## config.mk

```make
export PLATFORM = sky130hd
export DESIGN_NAME = fifo_uart_tx
export DESIGN_NICKNAME = d
export VERILOG_FILES = /design/src/rtl/uart_pkg.sv /design/src/rtl/uart_baud_counter.sv /design/src/rtl/fifo_uart_tx.sv
export SDC_FILE = /design/constraint.sdc
export NUM_CORES = 1
export LEC_CHECK = 0
export CORE_MARGIN = 2
export CORE_UTILIZATION = 55
export DETAILED_ROUTE_END_ITERATION = 7
export DONT_BUFFER_PORTS = 1
export GPL_TIMING_DRIVEN = 0
export PLACE_DENSITY = 0.73
export SLEW_MARGIN = 0
export SYNTH_ARGS = -nofsm -noshare
export SYNTH_HDL_FRONTEND = slang
export SYNTH_SLANG_ARGS = --single-unit
```

## constraint.sdc

```tcl
create_clock -name Mclk -period 1.4 [get_ports Mclk]
set_input_delay 0.14 -clock Mclk [delete_from_list [all_inputs] [get_ports Mclk]]
set_output_delay 0.14 -clock Mclk [all_outputs]
set_load 0.05 [all_outputs]
```

## src/rtl/uart_pkg.sv

```systemverilog
// rtl/uart_pkg.sv - shared UART transmit state type and frame constants
package uart_pkg;

   // Transmitter sequence: fetch a byte from the FIFO, then start, data, stop bits.
   typedef enum logic [2:0] {
      IDLE,
      READ,
      LOAD,
      START,
      DATA,
      STOP
   } uart_state_t;

   localparam int   UART_DATA_BITS  = 8;
   localparam int   UART_FRAME_BITS = 10;   // start + 8 data + stop
   localparam logic UART_IDLE_LEVEL = 1'b1;

   // Clock cycles occupied by one complete frame on the line.
   function automatic int uart_frame_clks(input int clks_per_bit);
      return UART_FRAME_BITS * clks_per_bit;
   endfunction

endpackage

```

## src/rtl/uart_baud_counter.sv

```systemverilog
// rtl/uart_baud_counter.sv - bit-period counter with clear and end-of-bit tick
//
// Purpose: counts 0..CLKS_PER_BIT-1 while enabled, wrapping to 0 on every
// bit boundary; o_bit_end marks the last cycle of the current bit period.
// Ports:
//   i_clk      rising-edge clock
//   i_rst      asynchronous active-high reset
//   i_clear    forces the count back to 0 (start of a new frame)
//   i_enable   advances the count
//   o_bit_end  high during the final cycle of a bit period
module uart_baud_counter #(
   parameter int CLKS_PER_BIT = 434
) (
   input  logic i_clk,
   input  logic i_rst,
   input  logic i_clear,
   input  logic i_enable,
   output logic o_bit_end
);

   localparam int               CNT_W = $clog2(CLKS_PER_BIT);
   localparam logic [CNT_W-1:0] LAST  = CNT_W'(CLKS_PER_BIT - 1);

   logic [CNT_W-1:0] r_count;
   logic             w_at_last;

   assign w_at_last = (r_count == LAST);
   assign o_bit_end = i_enable && w_at_last;

   always_ff @(posedge i_clk or posedge i_rst) begin
      if (i_rst) begin
         r_count <= '0;
      end else if (i_clear) begin
         r_count <= '0;
      end else if (i_enable) begin
         r_count <= w_at_last ? '0 : r_count + 1'b1;
      end
   end

endmodule

```

## src/rtl/fifo_uart_tx.sv

```systemverilog
// rtl/fifo_uart_tx.sv - drains the transmit FIFO into 8N1 UART frames
//
// Purpose: reads one byte per frame from a normal-mode FIFO and shifts it out
// LSB-first with one start and one stop bit, CLKS_PER_BIT clocks per bit.
// Ports:
//   Mclk        rising-edge clock
//   Reset       asynchronous active-high reset (line returns high at once)
//   fifo_empty  FIFO empty flag, sampled only in IDLE
//   fifo_q      FIFO read data, valid the edge after the read strobe
//   tx_enable   gates the start of new frames; a running frame completes
//   fifo_rdreq  one-cycle FIFO read strobe
//   tx          serial line, idle high
//   busy        high whenever the transmitter is not idle
//   tx_done     one-cycle pulse after the stop bit
module fifo_uart_tx
   import uart_pkg::*;
#(
   parameter int CLKS_PER_BIT = 434
) (
   input  logic       Mclk,
   input  logic       Reset,
   input  logic       fifo_empty,
   input  logic [7:0] fifo_q,
   input  logic       tx_enable,
   output logic       fifo_rdreq,
   output logic       tx,
   output logic       busy,
   output logic       tx_done
);

   uart_state_t r_state, w_state_nx;
   logic [7:0]  r_shift, w_shift_nx;
   logic [2:0]  r_bit_idx, w_bit_idx_nx;
   logic        r_tx, w_tx_nx;
   logic        r_rdreq, w_rdreq_nx;
   logic        r_busy, w_busy_nx;
   logic        r_done, w_done_nx;
   logic        w_baud_clear;
   logic        w_baud_en;
   logic        w_bit_end;

   uart_baud_counter #(
      .CLKS_PER_BIT (CLKS_PER_BIT)
   ) u_baud (
      .i_clk     (Mclk),
      .i_rst     (Reset),
      .i_clear   (w_baud_clear),
      .i_enable  (w_baud_en),
      .o_bit_end (w_bit_end)
   );

   always_ff @(posedge Mclk or posedge Reset) begin
      if (Reset) begin
         r_state   <= IDLE;
         r_shift   <= '0;
         r_bit_idx <= '0;
         r_tx      <= UART_IDLE_LEVEL;
         r_rdreq   <= 1'b0;
         r_busy    <= 1'b0;
         r_done    <= 1'b0;
      end else begin
         r_state   <= w_state_nx;
         r_shift   <= w_shift_nx;
         r_bit_idx <= w_bit_idx_nx;
         r_tx      <= w_tx_nx;
         r_rdreq   <= w_rdreq_nx;
         r_busy    <= w_busy_nx;
         r_done    <= w_done_nx;
      end
   end

   always_comb begin
      w_state_nx   = r_state;
      w_shift_nx   = r_shift;
      w_bit_idx_nx = r_bit_idx;
      w_tx_nx      = r_tx;
      w_rdreq_nx   = 1'b0;
      w_busy_nx    = r_busy;
      w_done_nx    = 1'b0;
      w_baud_clear = 1'b0;
      w_baud_en    = 1'b0;

      case (r_state)
         IDLE: begin
            w_tx_nx      = UART_IDLE_LEVEL;
            w_baud_clear = 1'b1;
            if (tx_enable && !fifo_empty) begin
               w_rdreq_nx = 1'b1;
               w_busy_nx  = 1'b1;
               w_state_nx = READ;
            end
         end
         READ: begin
            // Normal-mode FIFO: data appears one edge after the strobe.
            w_baud_clear = 1'b1;
            w_state_nx   = LOAD;
         end
         LOAD: begin
            w_shift_nx   = fifo_q;
            w_tx_nx      = 1'b0;
            w_bit_idx_nx = '0;
            w_baud_clear = 1'b1;
            w_state_nx   = START;
         end
         START: begin
            w_baud_en = 1'b1;
            if (w_bit_end) begin
               w_tx_nx      = r_shift[0];
               w_bit_idx_nx = '0;
               w_state_nx   = DATA;
            end
         end
         DATA: begin
            w_baud_en = 1'b1;
            if (w_bit_end) begin
               if (r_bit_idx == 3'(UART_DATA_BITS - 1)) begin
                  w_tx_nx    = UART_IDLE_LEVEL;
                  w_state_nx = STOP;
               end else begin
                  // r_shift[0] is on the line now; [1] is the next bit.
                  w_tx_nx      = r_shift[1];
                  w_shift_nx   = r_shift >> 1;
                  w_bit_idx_nx = r_bit_idx + 3'd1;
               end
            end
         end
         STOP: begin
            w_baud_en = 1'b1;
            if (w_bit_end) begin
               w_done_nx  = 1'b1;
               w_busy_nx  = 1'b0;
               w_state_nx = IDLE;
            end
         end
         default: begin
            w_state_nx = IDLE;
         end
      endcase
   end

   assign fifo_rdreq = r_rdreq;
   assign tx         = r_tx;
   assign busy       = r_busy;
   assign tx_done    = r_done;

endmodule

```

==> reports/metrics.cfg <==
[outcome]
status = finished with violations
violations = negative hold slack, negative setup slack

[timing]
hold_slack_ns = -0.00625
setup_slack_ns = -0.186
max_freq_mhz = 630
max_slew_margin_pct = 61.3
rsz0062_at_grt = true
fin_crit_ns = 1.59
finalClockSkew_ns = 0.00504
hold_viol_final = 2
maxSlewViolCount = 0
tightestPinTransition_ns = 0.580
finalSetupViolCount = 26
fin_setup_tns_ns = -3.71
fin_crit_sh_pct = 113

[routing]
dr.pass1.iters = 4
ant_nets = 0
routed-via-count = 1221
wl_per_cell_microns = 16.6
wirelength_microns = 3350
drt_iter0_drc = 32
drc = 0
vias_per_cell = 6.07

[synth]
postSynthAreaPerCell_sq_um = 9.69
synth_area_leader_cell = dfrtp_1
synth-seq-area-share_pct = 46.6
synth_flop_cell = dfrtp_1
yosysWarnings = 0
ys_seq_elements = 27
syn_nets = 166
yosysUniqueCellTypes = 39
syn_inst = 150
syn_area_sq_um = 1450
synth.top_cell.area_share_pct = 44.8
ys_top_cells_by_count = dfrtp_1 (26), nand2_1 (21), o21ai_0 (19)
synthArstFlopShare_pct = 100
yosysMostFrequentCell = dfrtp_1
synth_area_leaders = dfrtp_1 (45%), o21ai_0 (6.5%), nand2_1 (5.4%)
synth_edf_count = 0

[cts]
path_clk_slew_ns = 0.15
tritoncts = done
cts_buffers = 3
clock_latency_ns = 0.32
cts.path.max_buffers = 2
clock_sinks = 27
htree_levels = 1
clk_root_buffer_cell = clkbuf_4

[floorplanning]
start_util_pct = 58.2
die_w_microns = 55.4
die_area_sq_um = 3070
rows = 18
pin_count = 16
core_sq_um = 2500
die_h_microns = 55.4

[setup_path]
critical_path.reg2reg.startpoint = u_baud.r_count[0]
cp_max_fo = 6
crit-reg2reg-capture = u_baud.r_count[8]
critPathMaxStageDelay_ns = 0.44
startpoint_type = register
end_kind = register
path_delay_family = compound AO/OA/AOI/OAI gates
worstSetupPathType = register to register
required_ns = 1.65
critical_path.cell_chain = ha_4 -> and4b_4 -> a22oi_4 -> buf_6 -> o31ai_2 -> a31oi_1
rrSetupSlack_ns = -0.19
crit_arrival_ns = 1.84
cp_slowest_cell = dfrtp_1
path_buf_inv = 1
ff2ff_path_depth = 6

[grt]
grt-ovfl-total = 0
antenna_found_initial = 0
grt_pass1_wl_microns = 5600
grt_pass1_vias = 1213
grt_max_degree = 28
track_usage_pct = 22.6

[power_and_ir_drop]
power.total_mw = 1.19
vdd_drop_max_v = 0.000959
p_leak_nw = 0.761
p_per_area_nw_per_um2 = 656

[final_layout]
num_antenna_cells = 0
syn2layout_area_growth_pct = 24.5
design_area_sq_um = 1810
finalNonFillerCells = 201
layout.nets = 188
layout-drive-gt1-share_pct = 35.1

[flow_run]
drv_cap = 0

[place]
port_buffers = 0
dp.cells = 180
gp_congestion = 0.774
dp_hpwl_microns = 2030
dpl_cell_area_sq_um = 1530

[hold_path]
min_delay_path_depth = 2
holdCritStartpoint = fifo_q[3]
min_to = r_shift[3]
hold_path.class = primary input to register

==> stage by stage <==
stage	setup slack, ns	hold WS (ns)	utilization (%)
2_1_floorplan	-0.0659	0.192	-
3_3_place_gp	-0.236	0.288	61.1
3_5_place_dp	-0.285	0.296	61.1
4_1_cts	-0.158	0.00960	70.1
5_1_grt	-0.254	0.000758	72.4
6_report	-0.186	-0.00625	72.4
==> cell families (layout without fill, tap and decap cells) <==
group / after synthesis / in the layout / share of synthesized area (%)
simple gates: 59 / 59 / 21.1
fa+ha+maj: 4 / 4 / 3.44
compound gates: 41 / 42 / 18.9
mux: 8 / 8 / 5.59
xor+xnor: 2 / 2 / 1.21
flops: 27 / 27 / 46.6
buf+inv: 9 / 29 / 3.18
==> layer usage <==
layer	vias up	share of wire [%]	track usage, %	wire [microns]
li1	581	-	-	-
met1	603	42	29.1	1390
met2	31	54	39.1	1800
met3	6	3.5	2.58	118
met4	0	1.1	8.01	37
met5	-	0	0	0
==> worst max-delay path by stage <==
stage	depth (start not counted)	slack (ns)	end	start
after floorplan	7	-0.07	u_baud.r_count[8]	u_baud.r_count[1]
after global placement	7	-0.24	u_baud.r_count[8]	u_baud.r_count[1]
after detailed placement	7	-0.29	u_baud.r_count[8]	u_baud.r_count[1]
after CTS	6	-0.16	u_baud.r_count[8]	u_baud.r_count[0]
after global routing	6	-0.25	r_shift[5]	u_baud.r_count[0]
final	6	-0.19	u_baud.r_count[8]	u_baud.r_count[0]
==> cell usage in the layout, fill, tap and decap left out, types with 4 or more instances in the layout <==
master / netlist / routed
dfrtp_1: 26 / 24
nand2_1: 21 / 15
o21ai_1: 0 / 11
buf_4: 0 / 10
mux2i_1: 7 / 7
buf_6: 1 / 6
nand2_2: 0 / 6
nor2_1: 8 / 5
nand2b_1: 4 / 4
a31oi_1: 4 / 4
nand3_1: 8 / 4
nand3_2: 0 / 4
o21ai_0: 19 / 4
o21ai_2: 0 / 4
==> state kept, by name, indices dropped and copies added, names as in the netlist <==
name and cells:
u_baud.r_count 9, r_shift 8, r_bit_idx 3, r_state 3
busy 1, fifo_rdreq 1, tx 1, tx_done 1
==> area by class of cell <==
cell class,count,area [sq um]
Multi-Input combinational cell,115,863
Timing Repair Buffer,16,139
Tap cell,30,37.5
Fill cell,176,689
Clock inverter,1,5.00
Sequential cell,27,679
Buffer,7,52.6
Inverter,2,11.3
Clock buffer,3,22.5
==> power by group <==
group	internal, mW	switching (mW)
combinational	0.0191	0.0268
sequential	0.792	0.00925
clock	0.107	0.234
total	0.918	0.270
==> what timing repair did <==
| item | 4_1_cts | 5_1_grt |
|---|---|---|
| pin swaps | 5 | 8 |
| hold buffers | 3 | 0 |
| gates resized for setup | 22 | 23 |
| setup buffers | 8 | 2 |
| gates cloned | 4 | 0 |
| endpoints found under the setup margin | 24 | 26 |
| endpoints found under the hold margin | 28 | 0 |
Note: power is estimated with default switching activity, not from simulation.
